[src/rtl/lag_test_sequencer.sv]
// lag_test_sequencer: times the delay from a video-generator field-start
// trigger to the photo sensor seeing the white field. It collects SAMPLES
// measurements and reports last/min/max/average lag in 0.1 ms ticks over
// a valid/ready handshake.
module lag_test_sequencer #(
  parameter int TICK_DIV      = 14850,
  parameter int DEBOUNCE      = 16,
  parameter int SAMPLES       = 8,
  parameter int TIMEOUT_TICKS = 10000
) (
  input  logic        clock,
  input  logic        reset_n,
  input  logic        enable,
  input  logic        starttrigger,
  input  logic        sensor,
  input  logic        result_ready,
  output logic        result_valid,
  output logic [15:0] lag_last,
  output logic [15:0] lag_min,
  output logic [15:0] lag_max,
  output logic [15:0] lag_avg,
  output logic [7:0]  timeout_count,
  output logic        busy
);

  localparam int SHIFT   = $clog2(SAMPLES);
  localparam int SUM_W   = 16 + SHIFT;
  localparam int IDX_W   = $clog2(SAMPLES + 1);
  localparam int PRESC_W = (TICK_DIV > 1) ? $clog2(TICK_DIV) : 1;
  localparam int DEB_W   = (DEBOUNCE > 1) ? $clog2(DEBOUNCE) : 1;

  localparam logic [PRESC_W-1:0] PRESC_LAST = PRESC_W'(TICK_DIV - 1);
  localparam logic [DEB_W-1:0]   DEB_LAST   = DEB_W'(DEBOUNCE - 1);
  localparam logic [IDX_W-1:0]   IDX_FULL   = IDX_W'(SAMPLES);
  localparam logic [15:0]        TMO_LIMIT  = 16'(TIMEOUT_TICKS);

  typedef enum logic [2:0] {
    IDLE    = 3'd0,
    ARMED   = 3'd1,
    MEASURE = 3'd2,
    HOLDOFF = 3'd3,
    DONE    = 3'd4
  } state_t;

  state_t state, state_next;

  logic               sync1, sync2;
  logic               det;
  logic [DEB_W-1:0]   deb_cnt;
  logic [PRESC_W-1:0] presc;
  logic [15:0]        lag_cnt;
  logic [SUM_W-1:0]   sum;
  logic [IDX_W-1:0]   sample_idx;
  logic [15:0]        min_trk, max_trk;

  logic start, take_sample, take_timeout, latch_result, accept, abort;

  // Two-flop synchronizer for the asynchronous sensor level.
  always_ff @(posedge clock or negedge reset_n) begin
    if (!reset_n) begin
      sync1 <= 1'b0;
      sync2 <= 1'b0;
    end else begin
      sync1 <= sensor;
      sync2 <= sync1;
    end
  end

  // Debouncer: det follows sync2 only after DEBOUNCE equal consecutive values.
  always_ff @(posedge clock or negedge reset_n) begin
    if (!reset_n) begin
      det     <= 1'b0;
      deb_cnt <= '0;
    end else if (sync2 == det) begin
      deb_cnt <= '0;
    end else if (deb_cnt == DEB_LAST) begin
      det     <= sync2;
      deb_cnt <= '0;
    end else begin
      deb_cnt <= deb_cnt + 1'b1;
    end
  end

  // State register.
  always_ff @(posedge clock or negedge reset_n) begin
    if (!reset_n) state <= IDLE;
    else          state <= state_next;
  end

  // Next-state logic and single-cycle datapath strobes.
  always_comb begin
    state_next   = state;
    start        = 1'b0;
    take_sample  = 1'b0;
    take_timeout = 1'b0;
    latch_result = 1'b0;
    accept       = 1'b0;
    abort        = 1'b0;
    if (!enable) begin
      state_next = IDLE;
      abort      = 1'b1;
    end else begin
      case (state)
        IDLE: state_next = ARMED;
        ARMED: begin
          // A trigger while the screen still reads bright is meaningless.
          if (starttrigger && !det) begin
            state_next = MEASURE;
            start      = 1'b1;
          end
        end
        MEASURE: begin
          // A detection on the timeout cycle still counts as a sample.
          if (det) begin
            state_next  = HOLDOFF;
            take_sample = 1'b1;
          end else if (lag_cnt >= TMO_LIMIT) begin
            state_next   = ARMED;
            take_timeout = 1'b1;
          end
        end
        HOLDOFF: begin
          if (!det) begin
            if (sample_idx == IDX_FULL) begin
              state_next   = DONE;
              latch_result = 1'b1;
            end else begin
              state_next = ARMED;
            end
          end
        end
        DONE: begin
          if (result_ready) begin
            state_next = ARMED;
            accept     = 1'b1;
          end
        end
        default: state_next = IDLE;
      endcase
    end
  end

  // Tick prescaler and saturating lag counter, restarted by each accepted trigger.
  always_ff @(posedge clock or negedge reset_n) begin
    if (!reset_n) begin
      presc   <= '0;
      lag_cnt <= '0;
    end else if (start) begin
      presc   <= '0;
      lag_cnt <= '0;
    end else if (state == MEASURE) begin
      if (presc == PRESC_LAST) begin
        presc <= '0;
        if (lag_cnt != 16'hFFFF) lag_cnt <= lag_cnt + 16'd1;
      end else begin
        presc <= presc + 1'b1;
      end
    end
  end

  // Set accumulation, result latching, timeout tally and registered status.
  always_ff @(posedge clock or negedge reset_n) begin
    if (!reset_n) begin
      sum           <= '0;
      sample_idx    <= '0;
      min_trk       <= 16'hFFFF;
      max_trk       <= '0;
      lag_last      <= '0;
      lag_min       <= '0;
      lag_max       <= '0;
      lag_avg       <= '0;
      timeout_count <= '0;
      result_valid  <= 1'b0;
      busy          <= 1'b0;
    end else begin
      if (abort || accept) begin
        sum           <= '0;
        sample_idx    <= '0;
        min_trk       <= 16'hFFFF;
        max_trk       <= '0;
        timeout_count <= '0;
      end else begin
        if (take_sample) begin
          lag_last   <= lag_cnt;
          sum        <= sum + SUM_W'(lag_cnt);
          sample_idx <= sample_idx + 1'b1;
          if (lag_cnt < min_trk) min_trk <= lag_cnt;
          if (lag_cnt > max_trk) max_trk <= lag_cnt;
        end
        if (take_timeout && timeout_count != 8'hFF)
          timeout_count <= timeout_count + 8'd1;
      end
      if (latch_result) begin
        lag_avg <= 16'(sum >> SHIFT);
        lag_min <= min_trk;
        lag_max <= max_trk;
      end
      result_valid <= (state_next == DONE);
      busy         <= (state_next == MEASURE) || (state_next == HOLDOFF);
    end
  end

endmodule

[config.mk]
export PLATFORM = sky130hd
export DESIGN_NAME = lag_test_sequencer
export DESIGN_NICKNAME = d
export VERILOG_FILES = /design/src/rtl/lag_test_sequencer.sv
export SDC_FILE = /design/constraint.sdc
export NUM_CORES = 1
export LEC_CHECK = 0
export ABC_AREA = 0
export BUFFER_PORTS_ARGS = -buffer_cell sky130_fd_sc_hd__buf_2
export CAP_MARGIN = 20
export CELL_PAD_IN_SITES_DETAIL_PLACEMENT = 0
export CELL_PAD_IN_SITES_GLOBAL_PLACEMENT = 1
export CORE_MARGIN = 8
export CORE_UTILIZATION = 50
export CTS_CLUSTER_SIZE = 8
export DETAILED_ROUTE_END_ITERATION = 10
export PLACE_DENSITY = 0.91
export SLEW_MARGIN = 20
export SYNTH_ARGS = -nofsm -noshare
export SYNTH_HDL_FRONTEND = slang
export SYNTH_SLANG_ARGS = --single-unit
[constraint.sdc]
create_clock -name clock -period 5.95 [get_ports clock]
set_input_delay 0.595 -clock clock [delete_from_list [all_inputs] [get_ports clock]]
set_output_delay 0.595 -clock clock [all_outputs]
set_load 0.01 [all_outputs]
==> flow_summary_export.csv, run 1 <==
group,metric,value,unit
sta,setup_tns,0,ns
place,dp_cells,1195,
place,hpwl,14500,um
critical_path,rrSetupSlack,2.76,ns
final_layout,final_common_cell,"dfrtp_1",
drt,num_vias,6946,
synthesis,synth_xor_area_frac,0.0288,
drt,drc,0,
cts,post-cts-setup-buffers,0,
synthesis,ys.flop_type,"dfrtp_1",
final_layout,area_growth,13.8,%
synthesis,syn_nets,982,
sta,grt_setup_unrepaired,"false",
power_and_ir_drop,power_density,246,mW/mm^2
floorplan,coreArea,0.0173,sq mm
cts,cts-htree-levels,4,
sta,maxSlewViolCount,0,
critical_path,crit_fanout,10,
cts,worstSkewPairLatency,0.43,ns
drt,routed_wl,20900,um
cts,hold_buffers,0,
sta,fin_crit_sh,0.537,
sta,min_period,3.19,ns
drt,wl_per_cell,17.1,um
power_and_ir_drop,peakVddDrop,0.000221,V
cts,cts_resized,0,
synthesis,netlist.area_leader.share,0.434,
final_layout,num-fill-cells,1550,
synthesis,syn-cell-area,0.00882,sq mm
critical_path,r2r_cells,8,
cts,root_buffer,"clkbuf_16",
synthesis,synthTopCellsByArea,"dfrtp_1 43%, ha_1 7.8%, o21ai_0 5.8%",
critical_path,worst_ep_required_time,6.30,ns
synthesis,synth_cells,920,
synthesis,postSynthAreaPerCell,9.59,sq um
final_layout,nets,1051,
global_route,grt_max_degree,79,
floorplan,fp.dieH,149,um
global_route,overflow,0,
sta,finalSetupViolations,0,
final_layout,layoutNonFillerInstCount,1227,
synthesis,yosys_register_bits,169,
floorplan,fp-row-count,48,
critical_path,reg2reg_to,"max_trk[2]$_DFFE_PN0P_",
drt,detail_route.iter0.violations,461,
synthesis,synth_top_family_by_area,"simple AND/OR/NAND/NOR gates",
synthesis,synth-adder-area-share,0.0803,
final_layout,num_antenna_cells,0,
synthesis,yosys_warnings,0,
sta,worst_slew_pin_slew,0.946,ns
synthesis,ys_seq_area_frac,0.482,
final_layout,regArea,0.00425,sq mm
critical_path,cp-start-kind,"register",
drt,ant_nets,0,
global_route,grt.total_usage,0.198,
final_layout,final_cell_mix,"153 x dfrtp_1, 114 x nand2_1, 102 x o21ai_0",
final_layout,multi_input_area,0.00424,sq mm
synthesis,synthSimpleGateAreaFrac,0.171,
cts,cts_buffer_depth,2,
global_route,grt_pass1_vias,6882,
cts,tritoncts,"built",
critical_path,crit_path_end_kind,"register",
synthesis,yosysUniqueCellTypes,66,
synthesis,async_flop_share,1.00,
worst_hold_path,worstHoldPathType,"input port to async pin",
place,port_buffers,79,
place,place_area,0.00942,sq mm
floorplan,die_width,149,um
sta,slew_headroom,0.369,
drt,vias_per_cell,5.66,
cts,clkSlewWorstSetupHoldPaths,0.07,ns
floorplan,start_util,0.510,
outcome,status,"finished clean",
run,max_cap_viol_count,0,
synthesis,synth-compound-area-share,0.147,
cts,cts_buffers,17,
global_route,grt_pass1_wl,35400,um
critical_path,cp_data_arrival_time,3.55,ns
critical_path,timing.rr.start,"lag_cnt[9]$_DFFE_PN0P_",
synthesis,synth_top_cell_by_area,"dfrtp_1",
floorplan,die_area,0.0221,sq mm
cts,cts_sinks,169,
drt,dr.pass1.iters,7,
synthesis,synth_mux_area_frac,0.0528,
sta,fmax,313,MHz
final_layout,postLayoutCellArea,0.0100,sq mm
synthesis,synth_edf_count,0,
global_route,antenna_found_initial,0,
critical_path,crit_type,"register to register",
power_and_ir_drop,leakagePower,4.96,nW
sta,clock_skew,0.00682,ns
floorplan,pin_count,80,
sta,hold_viol_final,0,
final_layout,drive_gt1_frac,0.169,
place,gp_congestion,0.851,
cell type report:
cell class / instances / area share
Sequential cell: 169 / 0.423
Multi-Input combinational cell: 662 / 0.422
Clock buffer: 21 / 0.0469
Timing Repair Buffer: 88 / 0.0467
Tap cell: 225 / 0.0280
Inverter: 51 / 0.0191
Clock inverter: 11 / 0.0135
worst max-delay path by stage:
stage | endpoint | startpoint | depth (start not counted)
finish | max_trk[2]$_DFFE_PN0P_ | lag_cnt[9]$_DFFE_PN0P_ | 8
global route | max_trk[2]$_DFFE_PN0P_ | lag_cnt[9]$_DFFE_PN0P_ | 8
CTS | max_trk[2]$_DFFE_PN0P_ | lag_cnt[9]$_DFFE_PN0P_ | 8
detailed placement | max_trk[2]$_DFFE_PN0P_ | lag_cnt[9]$_DFFE_PN0P_ | 8
global placement | lag_cnt[15]$_DFFE_PN0P_ | starttrigger | 7
floorplan | max_trk[10]$_DFFE_PN0P_ | lag_cnt[9]$_DFFE_PN0P_ | 8
synth_stat cells, types with 4 or more instances:
master    count
or4_1         4
nand2_1     114
inv_1        50
nand4_1      17
a211oi_1      6
mux2i_1      24
mux2_2       20
nor3b_1       4
nand2b_1      6
dfrtp_1     153
clkbuf_1     34
dfstp_2      16
nor2_1       68
o21ai_0     102
o31ai_1       7
xor2_1       11
a21oi_1      46
nor3_1       10
o211ai_1      6
nand3_1      56
a21o_1        9
nor4_1        8
ha_1         55
o21a_1        5
nor2b_1       8
xnor2_1      18
per-stage QoR:
stage / total power, mW / hold WS (ns) / worst slack, ns / util
floorplan: 1.29 / 0.299 / 3.47 / -
finish: 2.47 / 0.0726 / 2.76 / 0.580
global route: 2.56 / 0.113 / 2.67 / 0.580
global placement: 1.36 / 0.340 / 3.03 / 0.545
detailed placement: 1.36 / 0.340 / 2.91 / 0.545
CTS: 2.49 / 0.0903 / 2.84 / 0.580
metal layers:
layer / global-route usage / up-vias / part of all wire
met1: 0.264 / 3357 / 0.46
met2: 0.318 / 170 / 0.47
li1: - / 3389 / -
met5: 0 / - / 0
met3: 0.0316 / 30 / 0.051
met4: 0.0742 / 0 / 0.020
sequential cells by signal, indices dropped and copies added, names as in the netlist:
signal,count
busy,1
deb_cnt,4
det,1
lag_avg,16
lag_cnt,16
lag_last,16
lag_max,16
lag_min,16
max_trk,16
min_trk,16
presc,14
result_valid,1
sample_idx,4
state,3
sum,19
sync1,1
sync2,1
timeout_count,8
report_power, final:
group | total, mW | switching (mW) | internal, mW
clock network | 1.13 | 0.467 | 0.658
registers | 1.19 | 0.0276 | 1.16
logic | 0.150 | 0.104 | 0.0456
cells by family after synthesis:
| logic type | after synthesis |
|---|---|
| adders and majority gates | 56 |
| AOI/OAI and AO/OA | 215 |
| buffers and inverters | 89 |
| DFF | 169 |
| muxes | 44 |
| and+or+nand+nor | 318 |
| xor gates and xnor gates | 29 |
worst max-delay path, stage by stage, from the launching register on:
cell and delay (ns):
dfrtp_1 0.68, ha_1 0.36, a21o_1 0.18, a21o_1 0.17
a221o_1 0.33, a2111oi_2 0.82, buf_4 0.29, o21ai_0 0.10
a21oi_1 0.19
Power figures use the tool's default switching activity.
==> inputs of run 2 (changes only) <==
--- a/config.mk
+++ b/config.mk
@@ -5,16 +5,16 @@
 export SDC_FILE = /design/constraint.sdc
 export NUM_CORES = 1
 export LEC_CHECK = 0
-export ABC_AREA = 0
+export ABC_AREA = 1
 export BUFFER_PORTS_ARGS = -buffer_cell sky130_fd_sc_hd__buf_2
 export CAP_MARGIN = 20
 export CELL_PAD_IN_SITES_DETAIL_PLACEMENT = 0
 export CELL_PAD_IN_SITES_GLOBAL_PLACEMENT = 1
 export CORE_MARGIN = 8
-export CORE_UTILIZATION = 50
+export CORE_UTILIZATION = 45
 export CTS_CLUSTER_SIZE = 8
 export DETAILED_ROUTE_END_ITERATION = 10
-export PLACE_DENSITY = 0.91
+export PLACE_DENSITY = 0.86
 export SLEW_MARGIN = 20
 export SYNTH_ARGS = -nofsm -noshare
 export SYNTH_HDL_FRONTEND = slang
==> constraint.sdc (replaced) <==
create_clock -name clock -period 3 [get_ports clock]
set_input_delay 0.3 -clock clock [delete_from_list [all_inputs] [get_ports clock]]
set_output_delay 0.3 -clock clock [all_outputs]
set_load 0.01 [all_outputs]
==> run 2 against run 1 <==
Effect of this change: combinational power rose to 7.6 times the previous value; non-clock buffer count is 3 higher; cell count grew 21%; core utilization down 6.2 points; synthesized area grew 4.4%; hold slack better by 0.16 ns; die area rose by 14%; clock power rose by 89%; sequential power grew 130%; setup slack lost 2.1 ns; total power up 140%; critical path type unchanged.
==> flow_summary_export.csv, run 2 <==
group,metric,value,unit
sta,fin_crit_sh,0.796,
drt,drc,0,
drt,num_vias,7589,
drt,wl_per_cell,15.3,um
sta,setup_tns,0,ns
synthesis,netlist.area_leader.share,0.416,
global_route,grt.total_usage,0.184,
floorplan,fp-row-count,52,
critical_path,crit_fanout,60,
power_and_ir_drop,peakVddDrop,0.000439,V
sta,finalSetupViolations,0,
synthesis,synth_top_cell_by_area,"dfrtp_1",
critical_path,cp_num_cells,8,
sta,grt_setup_unrepaired,"false",
synthesis,yosys_register_bits,169,
drt,dr.pass1.iters,5,
cts,cts_buffers,17,
final_layout,largest_register_ffs,19,
synthesis,syn_nets,1186,
place,pre_cts_slack,0.617,ns
critical_path,cp_data_arrival_time,2.68,ns
power_and_ir_drop,power_density,574,mW/mm^2
cts,cts_resized,0,
final_layout,final_util,0.518,
final_layout,registers.top_by_ff_count,"sum",
cts,hold_buffers,2,
critical_path,crit_path_frequent_cell,"nand2_1",
synthesis,ys.flop_type,"dfrtp_1",
synthesis,async_flop_share,1.00,
final_layout,drive_gt1_frac,0.146,
drt,ant_nets,0,
critical_path,slowest_delay,0.52,ns
synthesis,synth_edf_count,0,
outcome,status,"finished clean",
worst_hold_path,worstHoldPathType,"input port to register",
sta,worst_slew_pin_slew,0.620,ns
sta,fmax,419,MHz
sta,whs,0.234,ns
critical_path,path_delay_family,"simple AND/OR/NAND/NOR gates",
place,gp_congestion,0.869,
synthesis,ys_seq_area_frac,0.461,
cts,cts_sinks,169,
sta,hold_viol_final,0,
critical_path,cp_cell_sequence,"inv_1 -> ha_1 -> nand2_1 -> nor3_1 -> nand3_2 -> buf_4 -> nand2_1 -> o21ai_0",
synthesis,synth_cells,1124,
sta,maxSlewViolCount,0,
critical_path,worst_ep_required_time,3.29,ns
final_layout,final_cell_mix,"308 x nand2_1, 153 x dfrtp_1, 104 x inv_1",
sta,min_period,2.39,ns
drt,vias_per_cell,5.11,
synthesis,yosysUniqueCellTypes,44,
final_layout,num_antenna_cells,0,
synthesis,postSynthAreaPerCell,8.20,sq um
run,max_cap_viol_count,0,
synthesis,synthTopCellsByArea,"dfrtp_1 42%, nand2_1 13%, ha_1 7.5%",
synthesis,syn-cell-area,0.00921,sq mm
critical_path,worst-path-buf-inv,2,
sta,setup_slack,0.613,ns
critical_path,r2r_cells,8,
final_layout,num-fill-cells,1971,
cts,tritoncts,"built",
cts,root_buffer,"clkbuf_16",
cts,clkSlewWorstSetupHoldPaths,0.07,ns
cts,post-cts-setup-buffers,0,
synthesis,synth_most_common_cell,"nand2_1",
global_route,grt_pass1_wl,38500,um
critical_path,cp-start-kind,"register",
place,port_buffers,79,
floorplan,fp.dieH,159,um
place,dp_cells,1450,
sta,clock_skew,0.0119,ns
floorplan,die_area,0.0253,sq mm
cts,cts_buffer_depth,2,
floorplan,die_width,159,um
global_route,grt_pass1_vias,7512,
final_layout,final_common_cell,"nand2_1",
drt,detail_route.iter0.violations,422,
critical_path,slowest_stage,"nand3_2",
drt,routed_wl,22700,um
power_and_ir_drop,leakagePower,5.30,nW
floorplan,coreArea,0.0202,sq mm
floorplan,pin_count,80,
cts,cts-htree-levels,4,
final_layout,area_growth,13.4,%
critical_path,crit_type,"register to register",
sta,slew_headroom,0.587,
final_layout,layoutNonFillerInstCount,1484,
global_route,grt_max_degree,66,
critical_path,crit_path_end_kind,"register",
global_route,overflow,0,
floorplan,start_util,0.457,
global_route,antenna_found_initial,0,
synthesis,yosys_warnings,0,
final_layout,nets,1263,
worst_hold_path,hold_depth,3,
place,hpwl,16300,um
synthesis,synth_common_cells,"308 x nand2_1, 153 x dfrtp_1, 104 x inv_1, 100 x o21ai_0, 79 x nor2_1",
cts,worstSkewPairLatency,0.44,ns
run 2: cell types whose count changed in the layout (fill, tap and decap cells not counted), moves of 15 or more:
cell,change
mux2i_1,-24
nand3_1,+21
nand2_1,+194
inv_1,+54
a21oi_1,+15
run 2: cell families after synthesis:
logic type / Yosys count / share of synthesized area
AO/OA/AOI/OAI: 188 / 0.113
XOR/XNOR: 23 / 0.0219
adder cells (fa/ha/maj): 56 / 0.0769
buffers and inverters: 143 / 0.0660
flip-flops: 169 / 0.461
multiplexers: 7 / 0.00856
AND/OR/NAND/NOR: 538 / 0.252
run 2: layout make-up:
class                      count  area (sq um)  share of cell area
timing repair buffer          91           522              0.0499
multi-input combinational    812          4350               0.417
clock inverter                15           143              0.0137
sequential                   169          4250               0.407
clock buffer                  17           425              0.0407
inverter                     110           418              0.0400
tap                          270           338              0.0323
run 2: path summary, 6_finish.rpt:
kind | from | endpoint | slack [ns]
setup / recovery | sample_idx[0]$_DFFE_PN0P_ | lag_min[10]$_DFFE_PN0P_ | 0.61
hold / removal | enable | state[1]$_DFF_PN0_ | 0.23
setup reg to reg | sample_idx[0]$_DFFE_PN0P_ | lag_min[10]$_DFFE_PN0P_ | 0.61
hold reg to reg | sync1$_DFF_PN0_ | sync2$_DFF_PN0_ | 0.36
max in group asynchronous | reset_n | min_trk[8]$_DFFE_PN1P_ | 1.77
min in group asynchronous | reset_n | lag_avg[3]$_DFFE_PN0P_ | 0.44
run 2: where the power goes:
group	switching [mW]	internal [mW]
clock network	0.977	1.16
registers	0.293	2.43
logic	0.749	0.392
run 2: metal layers:
metal | track usage | part of all wire | up-vias
met4 | 0.0545 | 0.019 | 0
met3 | 0.0450 | 0.044 | 29
met1 | 0.239 | 0.47 | 3554
met2 | 0.300 | 0.46 | 130
li1 | - | - | 3876
met5 | 0 | 0 | -
run 2: worst register-to-register path, cell delays in order, from the launching register on:
cell     delay, ns
dfrtp_1       0.41
inv_1         0.08
ha_1          0.15
nand2_1       0.06
nor3_1        0.33
nand3_2       0.52
buf_4         0.49
nand2_1       0.14
o21ai_0       0.08
run 2: stage by stage:
stage / power, mW / cell area [sq um]
after detailed placement: 3.90 / 9860
after global routing: 6.36 / 10400
after CTS: 6.05 / 10400
after floorplan: 3.47 / 9210
final: 6.00 / 10400
after global placement: 3.87 / 9860
==> inputs of run 3 (changes only) <==
--- a/config.mk
+++ b/config.mk
@@ -11,10 +11,10 @@
 export CELL_PAD_IN_SITES_DETAIL_PLACEMENT = 0
 export CELL_PAD_IN_SITES_GLOBAL_PLACEMENT = 1
 export CORE_MARGIN = 8
-export CORE_UTILIZATION = 45
+export CORE_UTILIZATION = 41
 export CTS_CLUSTER_SIZE = 8
 export DETAILED_ROUTE_END_ITERATION = 10
-export PLACE_DENSITY = 0.86
+export PLACE_DENSITY = 0.83
 export SLEW_MARGIN = 20
 export SYNTH_ARGS = -nofsm -noshare
 export SYNTH_HDL_FRONTEND = slang
==> constraint.sdc (replaced) <==
create_clock -name clock -period 1.9 [get_ports clock]
set_input_delay 0.19 -clock clock [delete_from_list [all_inputs] [get_ports clock]]
set_output_delay 0.19 -clock clock [all_outputs]
set_load 0.01 [all_outputs]
==> run 3 against run 2 <==
Effect of this change: combinational power rose to 3.1 times the previous value; flip-flop and latch count unchanged; non-clock buffer count up 101; maximum frequency up 26%; clock power up 79%; clock skew down 0.0022 ns; die area up 8.8%; sequential share of layout area down 5.9 points; sequential power up 50%; critical endpoint is now min_trk[6]$_DFFE_PN1P_; critical path depth up 6; routed wire length up 13%; cell count up 7.9%.
==> flow_summary_export.csv, run 3 (synthesis results as in run 2) <==
group,metric,value,unit
final_layout,layoutNonFillerInstCount,1601,
place,port_buffers,79,
final_layout,registers.top_by_ff_count,"sum",
sta,grt_setup_unrepaired,"true",
global_route,antenna_found_initial,0,
drt,vias_per_cell,5.13,
drt,detail_route.iter0.violations,562,
final_layout,postLayoutCellArea,0.0123,sq mm
cts,worstSkewPairLatency,0.43,ns
sta,finalSetupViolations,0,
sta,fmax,529,MHz
cts,root_buffer,"clkbuf_16",
sta,worst_slew_pin_slew,0.469,ns
critical_path,slowest_stage,"dfstp_2",
final_layout,final_util,0.548,
global_route,grt.total_usage,0.180,
power_and_ir_drop,power_frac_clock,0.336,
critical_path,path_delay_family,"simple AND/OR/NAND/NOR gates",
floorplan,pin_count,80,
power_and_ir_drop,p_comb_frac,0.306,
power_and_ir_drop,swShare,0.325,
global_route,grt_max_degree,90,
power_and_ir_drop,leakagePower,6.00,nW
place,dp_cells,1548,
worst_hold_path,worstHoldPathType,"input port to register",
critical_path,crit_type,"register to register",
cts,clkSlewWorstSetupHoldPaths,0.07,ns
global_route,gr-usage-met3,0.0421,
floorplan,start_util,0.412,
floorplan,coreArea,0.0224,sq mm
drt,routed_wl,25700,um
drt,wl_per_cell,16.0,um
place,gp_congestion,0.905,
critical_path,crit_path_end_kind,"register",
drt,dr.pass1.iters,5,
sta,fin_crit_sh,0.995,
floorplan,fp-row-count,55,
power_and_ir_drop,power_density,930,mW/mm^2
final_layout,drive_gt1_frac,0.302,
outcome,status,"finished clean",
place,pre_cts_slack,-0.0789,ns
final_layout,nets,1365,
drt,num_vias,8219,
critical_path,worst_ep_required_time,2.26,ns
drt,drc,0,
power_and_ir_drop,peakVddDrop,0.000640,V
final_layout,num_antenna_cells,0,
floorplan,die_area,0.0275,sq mm
power_and_ir_drop,p_seq_frac,0.358,
final_layout,area_growth,33.0,%
final_layout,largest_register_ffs,19,
place,place_area,0.0106,sq mm
sta,hold_viol_final,0,
floorplan,die_width,166,um
critical_path,cp_data_arrival_time,2.25,ns
critical_path,worst-path-buf-inv,2,
sta,maxSlewViolCount,0,
global_route,use_met2,0.291,
final_layout,final_common_cell,"nand2_1",
floorplan,fp.dieH,166,um
global_route,overflow,0,
sta,clock_skew,0.00971,ns
critical_path,crit_path_frequent_cell,"nand2_1",
final_layout,final_cell_mix,"285 x nand2_1, 145 x dfrtp_1, 94 x inv_1",
critical_path,cp_cell_sequence,"inv_1 -> ha_4 -> nand2_2 -> nand2_1 -> nand2_1 -> nand2_1 -> nand2_1 -> nand2_1 -> nand2_1 -> nand2_2 -> nand2_4 -> clkbuf_16 -> nand3_2 -> nand2_1",
cts,cts-htree-levels,4,
critical_path,crit_fanout,8,
place,hpwl,18300,um
cts,cts_buffer_depth,2,
cts,cts_buffers,17,
global_route,grt_pass1_wl,40300,um
cts,tritoncts,"built",
drt,ant_nets,0,
sta,setup_slack,0.00924,ns
sta,setup_tns,0,ns
global_route,grt_pass1_vias,7744,
sta,min_period,1.89,ns
critical_path,slowest_delay,0.53,ns
run,max_cap_viol_count,0,
global_route,grtUsageMet1,0.238,
critical_path,cp-start-kind,"register",
cts,cts_sinks,169,
global_route,grt.busiest_layer,"met2",
sta,slew_headroom,0.688,
power_and_ir_drop,power_switching,3.70,mW
power_and_ir_drop,p_int,7.69,mW
[run 3: cell count changes in the layout (fill, tap and decap cells not counted), sizes merged]
cell / before / now
nand2: 314 / 315
bufinv: 1 / 4
clkinv: 6 / 3
buf: 89 / 188
clkinvlp: 2 / 4
clkbuf: 17 / 21
inv: 116 / 112
[run 3: per-stage QoR]
| stage | power, mW | hold WS [ns] |
|---|---|---|
| after floorplan | 5.48 | -0.106 |
| after global placement | 6.73 | 0.158 |
| after detailed placement | 6.77 | 0.165 |
| after CTS | 10.7 | 0.117 |
| after global routing | 12.0 | 0.158 |
| final | 11.4 | 0.129 |
[run 3: routing by layer]
metal | part of all wire | vias to the layer above
met2 | 0.47 | 177
li1 | - | 4086
met5 | 0 | -
met4 | 0.024 | 0
met1 | 0.46 | 3922
met3 | 0.048 | 34
[run 3: area by class of cell]
class	instances	area, sq um
clock buffers	19	453
flip-flops and latches	169	4260
fillers	2008	10100
well taps	285	357
multi-input cells	813	5030
clock inverters	13	191
repair buffers	192	1530
inverters	110	429
[run 3: worst paths after layout]
path                                     endpoint              startpoint  slack [ns]  cells past startpoint
setup / recovery           min_trk[6]$_DFFE_PN1P_  min_trk[1]$_DFFE_PN1P_       0.009                     14
min in group asynchronous  lag_avg[2]$_DFFE_PN0P_                 reset_n        0.27                      2
hold / removal                 state[0]$_DFF_PN0_                  enable        0.13                      3
hold reg to reg                   sync2$_DFF_PN0_         sync1$_DFF_PN0_        0.35                      0
setup reg to reg           min_trk[6]$_DFFE_PN1P_  min_trk[1]$_DFFE_PN1P_       0.009                     14
max in group asynchronous  lag_min[8]$_DFFE_PN0P_                 reset_n        0.98                      3
[run 3: what timing repair did]
item / in CTS / in global routing
endpoints found under the hold margin: 40 / 0
pin swaps: 1 / 53
setup endpoints to repair: 64 / 74
gates resized for setup: 19 / 146
cloned: 0 / 4
hold buffers: 2 / 0
setup buffers: 3 / 12
[run 3: tightest hold or removal path: cells and delay by family]
family / cells / cell delay, ns
buffers and inverters: 2 / 0.27
AO/OA/AOI/OAI: 1 / 0.05
[run 3: power groups by stage]
stage / clock network, mW / logic [mW] / registers [mW]
after CTS: 3.89 / 2.73 / 4.08
final: 3.83 / 3.48 / 4.07
after global routing: 4.05 / 3.82 / 4.09
after global placement: 0 / 2.60 / 4.13
after detailed placement: 0 / 2.63 / 4.14
after floorplan: 0 / 1.37 / 4.11
